### src/rtl/pipelined_adder_pkg.sv
// Shared types and constants for the pipelined adder/subtractor.
// Stage control record, flag bit positions and the WIDTH/STAGES consistency check.
package pipelined_adder_pkg;

  localparam int FLAG_ZERO = 0;
  localparam int FLAG_OVF  = 1;
  localparam int NUM_FLAGS = 2;

  // Per-stage control: valid bit plus the carry handed to the next segment.
  typedef struct packed {
    logic vld;
    logic carry;
  } stage_ctl_t;

  function automatic bit stages_fit(input int width, input int stages);
    return (stages >= 1) && (width >= stages) && ((width % stages) == 0);
  endfunction

endpackage

### src/rtl/adder_segment.sv
// Combinational SEG-bit ripple segment of the pipelined adder.
// Also reports the carry into its MSB so the top level can derive signed overflow.
module adder_segment #(
  parameter int SEG = 8
) (
  input  logic [SEG-1:0] a,
  input  logic [SEG-1:0] b,
  input  logic           cin,
  output logic [SEG-1:0] sum,
  output logic           cout,
  output logic           cmsb
);

  assign {cout, sum} = {1'b0, a} + {1'b0, b} + {{SEG{1'b0}}, cin};
  // Sum bit = a ^ b ^ carry_in, so the MSB carry-in falls out of the result.
  assign cmsb = sum[SEG-1] ^ a[SEG-1] ^ b[SEG-1];

endmodule

### src/rtl/pipelined_adder.sv
// WIDTH-bit adder/subtractor with the carry chain split over STAGES registered segments.
// Define PIPELINED_ADDER_FLAGS_EN to add registered zero/ovf result flags.
module pipelined_adder
  import pipelined_adder_pkg::*;
#(
  parameter int WIDTH  = 32,
  parameter int STAGES = 4
) (
  input  logic             clk,
  input  logic             rst_n,
  input  logic             in_valid,
  output logic             in_ready,
  input  logic [WIDTH-1:0] a,
  input  logic [WIDTH-1:0] b,
  input  logic             cin,
  input  logic             sub,
  output logic             out_valid,
  input  logic             out_ready,
  output logic [WIDTH-1:0] sum,
  output logic             cout
`ifdef PIPELINED_ADDER_FLAGS_EN
  ,
  output logic             zero,
  output logic             ovf
`endif
);

  localparam int SEG  = WIDTH / STAGES;
  localparam int LAST = STAGES - 1;

  if (!stages_fit(WIDTH, STAGES)) begin : g_bad_params
    $error("pipelined_adder: WIDTH must be a nonzero multiple of STAGES");
  end

  stage_ctl_t       ctl_p  [STAGES];
  logic [WIDTH-1:0] sum_p  [STAGES];
  logic [WIDTH-1:0] a_p    [STAGES];
  logic [WIDTH-1:0] eb_p   [STAGES];

  logic [STAGES:0]   rdy;
  logic [STAGES-1:0] vld_in;
  logic [STAGES-1:0] carry_nx;
  logic [STAGES-1:0] cmsb_nx;
  logic [WIDTH-1:0]  sum_nx [STAGES];
  logic [WIDTH-1:0]  a_nx   [STAGES];
  logic [WIDTH-1:0]  eb_nx  [STAGES];

  // A stage may load when empty or when its successor is loading this cycle.
  always_comb begin : ready_chain
    logic r;
    r           = out_ready;
    rdy[STAGES] = out_ready;
    for (int k = STAGES - 1; k >= 0; k--) begin
      r      = !ctl_p[k].vld || r;
      rdy[k] = r;
    end
  end

  for (genvar k = 0; k < STAGES; k++) begin : g_stage
    logic [WIDTH-1:0] sum_in;
    logic [WIDTH-1:0] merged;
    logic [SEG-1:0]   seg_sum;
    logic             c_in;

    if (k == 0) begin : g_entry
      assign vld_in[k] = in_valid;
      assign a_nx[k]   = a;
      assign eb_nx[k]  = sub ? ~b : b;
      assign c_in      = cin ^ sub;
      assign sum_in    = '0;
    end else begin : g_chain
      assign vld_in[k] = ctl_p[k-1].vld;
      assign a_nx[k]   = a_p[k-1];
      assign eb_nx[k]  = eb_p[k-1];
      assign c_in      = ctl_p[k-1].carry;
      assign sum_in    = sum_p[k-1];
    end

    adder_segment #(.SEG(SEG)) u_seg (
      .a    (a_nx[k][k*SEG +: SEG]),
      .b    (eb_nx[k][k*SEG +: SEG]),
      .cin  (c_in),
      .sum  (seg_sum),
      .cout (carry_nx[k]),
      .cmsb (cmsb_nx[k])
    );

    always_comb begin
      merged                = sum_in;
      merged[k*SEG +: SEG]  = seg_sum;
    end
    assign sum_nx[k] = merged;
  end

  // ---- stage registers p0 .. p(STAGES-1) ----
  always_ff @(posedge clk or negedge rst_n) begin
    if (!rst_n) begin
      for (int k = 0; k < STAGES; k++) begin
        ctl_p[k] <= '0;
        sum_p[k] <= '0;
        a_p[k]   <= '0;
        eb_p[k]  <= '0;
      end
    end else begin
      for (int k = 0; k < STAGES; k++) begin
        if (rdy[k]) begin
          ctl_p[k].vld <= vld_in[k];
          if (vld_in[k]) begin
            ctl_p[k].carry <= carry_nx[k];
            sum_p[k]       <= sum_nx[k];
            a_p[k]         <= a_nx[k];
            eb_p[k]        <= eb_nx[k];
          end
        end
      end
    end
  end

  // The last stage's operand copies have no consumer.
  logic unused_tail;
  assign unused_tail = ^{a_p[LAST], eb_p[LAST], cmsb_nx};

`ifdef PIPELINED_ADDER_FLAGS_EN
  logic [NUM_FLAGS-1:0] flags_p;

  always_ff @(posedge clk or negedge rst_n) begin
    if (!rst_n) begin
      flags_p <= '0;
    end else if (rdy[LAST] && vld_in[LAST]) begin
      flags_p[FLAG_ZERO] <= (sum_nx[LAST] == '0);
      flags_p[FLAG_OVF]  <= cmsb_nx[LAST] ^ carry_nx[LAST];
    end
  end

  assign zero = flags_p[FLAG_ZERO];
  assign ovf  = flags_p[FLAG_OVF];
`endif

  assign in_ready  = rdy[0];
  assign out_valid = ctl_p[LAST].vld;
  assign sum       = sum_p[LAST];
  assign cout      = ctl_p[LAST].carry;

endmodule

### config.mk
export PLATFORM = sky130hd
export DESIGN_NAME = pipelined_adder
export DESIGN_NICKNAME = d
export VERILOG_FILES = /design/src/rtl/pipelined_adder_pkg.sv /design/src/rtl/adder_segment.sv /design/src/rtl/pipelined_adder.sv
export SDC_FILE = /design/constraint.sdc
export NUM_CORES = 1
export LEC_CHECK = 0
export BUFFER_PORTS_ARGS = -buffer_cell sky130_fd_sc_hd__buf_2
export CORE_UTILIZATION = 38
export DETAILED_ROUTE_END_ITERATION = 10
export PLACE_DENSITY = 0.53
export SETUP_SLACK_MARGIN = 0.2
export SYNTH_ARGS = -nofsm -noshare
export SYNTH_HDL_FRONTEND = slang
export SYNTH_SLANG_ARGS = --single-unit
export TNS_END_PERCENT = 10
### constraint.sdc
create_clock -name clk -period 4 [get_ports clk]
set_clock_uncertainty 0.2 [all_clocks]
set_input_delay 0 -clock clk [delete_from_list [all_inputs] [get_ports clk]]
set_output_delay 0 -clock clk [all_outputs]
set_load 0.005 [all_outputs]
## After elaboration in Yosys (flattened, before gate mapping)

Cells that the tools add are included.

- Add/subtract/negate cells: 8
- Mux-type cells: 1
- Bitwise logic cells: 2
- Reduce and logical (&&, ||, !) cells: 12

Operator list:

| operator | count |
|---|---|
| $add 8x8->9 | 4 |
| $add 9x1->9 | 4 |
| $mux 32 | 1 |
| $not 32->32 | 1 |
| $reduce_and 2->1 | 4 |
| $logic_not 1->1 | 4 |
| $logic_or 1x1->1 | 4 |
| $xor 1x1->1 | 1 |

- Bits in registers: 280
- Input port bits: 70

## Logic depth before layout (Yosys ltp)

- Depth after elaboration: 6
- Gate-level depth with buffers: 11
- Gate-level depth less buffers: 9

## By module

Synthesis repeated with hierarchy kept, for this count alone.

- Cells, all modules: 606
- Area total of the unflattened synthesis: 8,759.7 µm²

Modules (own cells, without submodules):

| module | instances | cells each | area each (µm²) | seq. area each (µm²) |
|---|---|---|---|---|
| pipelined_adder | 1 | 432 | 7,255.7 | 4,604.4 |
| adder_segment at g_stage[1].u_seg ... | 3 | 44 | 376.6 | 0.0 |
| adder_segment at g_stage[0].u_seg | 1 | 42 | 374.1 | 0.0 |

## Least setup slack after synthesis

Ideal clock, no wire load.

- Path kind: input-to-reg
- Start: input sub
- End: register ctl_p, in the netlist g_stage[1].c_in
- Setup time: 128 ps
- Arrival: 2,059 ps
- Setup slack: 1,613 ps
- Stages: 11
- Path through: buf_2 -> buf_2 -> xor2_1 -> fa_1 -> inv_1 -> fa_1 -> nor2b_4 -> o31ai_4 -> a21oi_4 -> a2111oi_2 -> nor3_2

- Cells in the longest elaborated chain, start to end: 3

Ends and longest elaborated chain:

| item | RTL line | RTL |
|---|---|---|
| start, declared | pipelined_adder.sv:16 | `input logic sub,` |
| $mux 32 | pipelined_adder.sv:68 | `assign eb_nx[k] = sub ? ~b : b;` |
| $add 8x8->9 | adder_segment.sv:14 | `assign {cout, sum} = {1'b0, a} + {1'b0, b} + {{SEG{1'b0}}, cin};` |
| $add 9x1->9 * | adder_segment.sv:14 |  |
| end, declared | pipelined_adder.sv:35 | `stage_ctl_t ctl_p [STAGES];` |

Every way passes the cells marked *; elsewhere a longest branch is shown, timed or not.
A chain may end at the register's enable or synchronous reset.

## Worst setup path after layout

- Start: input a[0]
- End: register ctl_p, in the netlist g_stage[1].c_in

- Cells in the longest elaborated chain, start to end: 2

Ends and longest elaborated chain:

| item | RTL line | RTL |
|---|---|---|
| start, declared | pipelined_adder.sv:13 | `input logic [WIDTH-1:0] a,` |
| $add 8x8->9 | adder_segment.sv:14 |  |
| $add 9x1->9 | adder_segment.sv:14 |  |

Every way passes these cells.

==> metrics.txt <==
# TYPE chip_impl_metric gauge
chip_impl_metric{name="finish.cell_count_without_fillers",unit=""} 1107
chip_impl_metric{name="clk_path_buf_depth",unit=""} 2
chip_impl_metric{name="die_w",unit="um"} 151.1
chip_impl_metric{name="cts_inserted_buffers",unit=""} 17
chip_impl_info{name="synthTopCellsByCount",value="dfrtp_1, mux2_2, o21ai_0, nand2_1, ha_1"} 1
chip_impl_info{name="post-synth-top-count-cell",value="dfrtp_1"} 1
chip_impl_metric{name="yosys.area.top_type_share",unit="%"} 54.53
chip_impl_metric{name="track_usage",unit="%"} 15.93
chip_impl_info{name="critical-path-slowest-cell",value="dlygate4sd3_1"} 1
chip_impl_metric{name="cellLeakagePower",unit="uW"} 0.004730
chip_impl_metric{name="power_density",unit="nW/um2"} 632.4
chip_impl_metric{name="drc",unit=""} 0
chip_impl_metric{name="layout.nets",unit=""} 920
chip_impl_metric{name="timing_worst_slew_pin_value",unit="ps"} 968.3
chip_impl_metric{name="worst_ir_drop_vdd",unit="mV"} 0.2304
chip_impl_info{name="cp_top_family",value="buffers and inverters"} 1
chip_impl_metric{name="ys_async_sr_fraction",unit="%"} 100.0
chip_impl_metric{name="yosysUniqueCellTypes",unit=""} 43
chip_impl_info{name="root_cell_of_the_clock_tree",value="clkbuf_16"} 1
chip_impl_metric{name="cp_slowest_stage_delay",unit="ps"} 620
chip_impl_metric{name="portBuffers",unit=""} 104
chip_impl_metric{name="post_synth_instance_area",unit="um2"} 8444
chip_impl_metric{name="numClockSinks",unit=""} 184
chip_impl_metric{name="fill_cells",unit=""} 1965
chip_impl_metric{name="core_region_area",unit="um2"} 21820
chip_impl_metric{name="start_util",unit="%"} 38.69
chip_impl_metric{name="worst_slew_margin_rel",unit="%"} 35.45
chip_impl_metric{name="clk_latency",unit="ps"} 430
chip_impl_metric{name="dp_hpwl",unit="mm"} 11.57
chip_impl_metric{name="globalRouteOverflowTotal",unit=""} 0
chip_impl_info{name="post_synth_main_area_contributors",value="dfrtp_1, mux2_2, ha_1, o21ai_0, mux2_4"} 1
chip_impl_info{name="hold_start",value="sub"} 1
chip_impl_metric{name="timing.hold.worst_path_depth",unit=""} 4
chip_impl_metric{name="avgViaCountPerCell",unit=""} 4.779
chip_impl_metric{name="final_layout_size_suffix_gt1_share",unit="%"} 33.62
chip_impl_metric{name="finalCritPeriodShare",unit="%"} 68.66
chip_impl_info{name="rsz0062_at_grt",value="no"} 1
chip_impl_info{name="crit-reg2reg-launch",value="out_valid$_DFFE_PN0P_"} 1
chip_impl_metric{name="grt_antenna_before_repair",unit=""} 0
chip_impl_metric{name="grt_start_max_net_pins",unit=""} 102
chip_impl_metric{name="path_max_fanout",unit=""} 3
chip_impl_metric{name="max_cap_violations",unit=""} 0
chip_impl_metric{name="worst-endpoint-arrival",unit="ps"} 2850
chip_impl_metric{name="boundaryPins",unit=""} 105
chip_impl_metric{name="timing_max_transition_violations_final",unit=""} 0
chip_impl_metric{name="detail_route.iter0.violations",unit=""} 192
chip_impl_metric{name="first_global_vias",unit=""} 5443
chip_impl_metric{name="placed_area",unit="um2"} 9155
chip_impl_metric{name="depth_of_the_cts_h_tree",unit=""} 4
chip_impl_metric{name="data_required_time_at_the_worst_endpoint",unit="ps"} 4110
chip_impl_metric{name="final_util",unit="%"} 47.86
chip_impl_info{name="dominantRegCellSynth",value="dfrtp_1"} 1
chip_impl_metric{name="antenna_left",unit=""} 0
chip_impl_info{name="crit_path_cell_trace",value="dlygate4sd3_1 > buf_2 > fa_1 > inv_1 > fa_1 > nor2b_4 > o31ai_4 > a21oi_4 > a2111oi_2 > dlygate4sd3_1 > nor3_2"} 1
chip_impl_info{name="status",value="complete, no violations"} 1
chip_impl_info{name="worstHoldEndpoint",value="eb_nx[73]$_DFFE_PN0P_"} 1
chip_impl_metric{name="design_area",unit="um2"} 10440
chip_impl_metric{name="worst_setup_hold_path_clk_slew",unit="ps"} 70
chip_impl_metric{name="r2r_cells",unit=""} 6
chip_impl_metric{name="cts-resized-gates",unit=""} 0
chip_impl_metric{name="finalSetupTns",unit="ps"} 0
chip_impl_metric{name="cell_count_after_placement",unit=""} 1004
chip_impl_metric{name="place.gp.congestion",unit=""} 0.8513
chip_impl_metric{name="route.final.wire_length",unit="mm"} 16.68
chip_impl_metric{name="final_period_minus_worst_setup_slack",unit="ps"} 2746
chip_impl_metric{name="crit_buf_inv",unit=""} 4
chip_impl_metric{name="hold_violations",unit=""} 0
chip_impl_info{name="regToRegEndpoint",value="g_stage[1].c_in$_DFFE_PN0P_"} 1
chip_impl_info{name="critPathCaptureType",value="register"} 1
chip_impl_info{name="critical_path.startpoint_type",value="input port"} 1
chip_impl_metric{name="postSynthAreaPerCell",unit="um2"} 13.15
chip_impl_metric{name="maxClockFrequency",unit="MHz"} 364.1
chip_impl_metric{name="area_growth_syn_to_layout",unit="%"} 23.68
chip_impl_metric{name="num_antenna_cells",unit=""} 0
chip_impl_info{name="timing.setup.critical_path_class",value="in -> reg"} 1
chip_impl_metric{name="routed-via-count",unit=""} 5290
chip_impl_metric{name="reg2reg_slack",unit="ps"} 1400
chip_impl_metric{name="synthCells",unit=""} 642
chip_impl_metric{name="design.die.area",unit="um2"} 22820
chip_impl_metric{name="synth_edf_count",unit=""} 0
chip_impl_metric{name="postSynthNetCount",unit=""} 748
chip_impl_metric{name="floorplan.die.height",unit="um"} 151.1
chip_impl_metric{name="hold_ws",unit="ps"} 17.68
chip_impl_metric{name="synth.ff_latch_count",unit=""} 184
chip_impl_metric{name="first_pass_grt_wire_length",unit="mm"} 27.83
chip_impl_metric{name="synth_warnings",unit=""} 0
chip_impl_metric{name="synth_sequential_area_ratio",unit="%"} 54.53
chip_impl_metric{name="report.final.setup_viol",unit=""} 0
chip_impl_metric{name="core.rowCount",unit=""} 54
chip_impl_info{name="yosysTopAreaCell",value="dfrtp_1"} 1
chip_impl_info{name="worst_hold_path_type",value="in -> reg"} 1
chip_impl_metric{name="firstDrtPassIters",unit=""} 4
chip_impl_info{name="cts_tree",value="done"} 1
chip_impl_metric{name="drt-wirelength-per-cell",unit="um"} 15.07
[kinds of logic after synthesis]
group | Yosys count | share of synthesized area (%)
DFF | 184 | 54.53
muxes | 127 | 17.69
AOI/OAI and AO/OA | 115 | 8.179
and+or+nand+nor | 95 | 5.482
xor gates and xnor gates | 49 | 5.082
buffers and inverters | 36 | 2.993
adders and majority gates | 36 | 6.045
[power breakdown]
group / switching (uW) / internal, uW / leakage (uW)
logic: 932 / 1140 / 0.00226
clock network: 747 / 889 / 0.000271
registers: 389 / 2510 / 0.00220
total: 2070 / 4540 / 0.00473
[layout by cell type, fill, tap and decap left out, types with 3 or more instances in the layout]
master         instances
a211oi_1               8
a21o_1                 6
a21oi_1               20
a31oi_1                3
buf_2                103
buf_4                  4
clkbuf_16             17
clkinv_4               3
clkinvlp_4             4
dfrtp_1              184
dlygate4sd3_1         71
fa_1                   8
ha_1                  28
inv_1                  9
inv_6                  6
mux2_2               108
mux2_4                17
nand2_1               54
nand2b_1               9
nor2_1                15
nor3_1                 4
o211ai_1               3
o21ai_0               60
o31ai_1                5
xnor2_1               26
xor2_1                23
[worst reg2reg max path, delay by kind of cell (launching register included)]
kind,cells,cell delay (ps)
flip-flops,1,400
AO/OA/AOI/OAI,1,430
buffers and inverters,1,620
AND/OR/NAND/NOR,4,840
[per-stage QoR]
step | total power (uW) | setup slack [ps]
2_1_floorplan | 4299 | 1613
6_report | 6605 | 1254
4_1_cts | 6701 | 1268
5_1_grt | 7079 | 1123
3_5_place_dp | 4967 | 1409
3_3_place_gp | 4879 | 1484
[timing repair]
item,CTS,global route
hold endpoints to repair,162,0
buffers inserted,0,0
hold buffers,71,0
[layout make-up]
class	instances	area [um2]	area share, %
Inverter	9	33.78	0.3235
Multi-Input combinational cell	422	3590	34.37
Tap cell	280	350.3	3.354
Timing Repair Buffer	180	1287	12.33
Sequential cell	184	4604	44.09
Clock inverter	14	138.9	1.330
Clock buffer	18	439.2	4.205
[sequential cells by signal, indices dropped and copies added, names as in the netlist]
| name | count |
|---|---|
| sum | 32 |
| cout | 1 |
| ctl_p | 3 |
| eb_nx | 48 |
| g_stage.c_in | 3 |
| g_stage.sum_in | 48 |
| out_valid | 1 |
| a_nx | 48 |
[worst max path at each step]
stage | slack (ps) | from | cells past startpoint | end
floorplan | 1610 | sub | 11 | g_stage[1].c_in$_DFFE_PN0P_
global placement | 1480 | a_nx[24]$_DFFE_PN0P_ | 7 | sum[30]$_DFFE_PN0P_
detailed placement | 1410 | sub | 10 | g_stage[1].c_in$_DFFE_PN0P_
CTS | 1270 | a[0] | 11 | g_stage[1].c_in$_DFFE_PN0P_
global route | 1120 | a[0] | 11 | g_stage[1].c_in$_DFFE_PN0P_
finish | 1250 | a[0] | 11 | g_stage[1].c_in$_DFFE_PN0P_
[per-layer routing]
layer | GRT usage [%] | routed length (um) | up-vias
li1 | - | - | 2590
met1 | 21.90 | 8103 | 2595
met2 | 24.98 | 7708 | 87
met3 | 3.584 | 660 | 18
met4 | 4.950 | 206 | 0
met5 | 0 | 0 | -
Note: power is estimated with default switching activity, not from simulation.
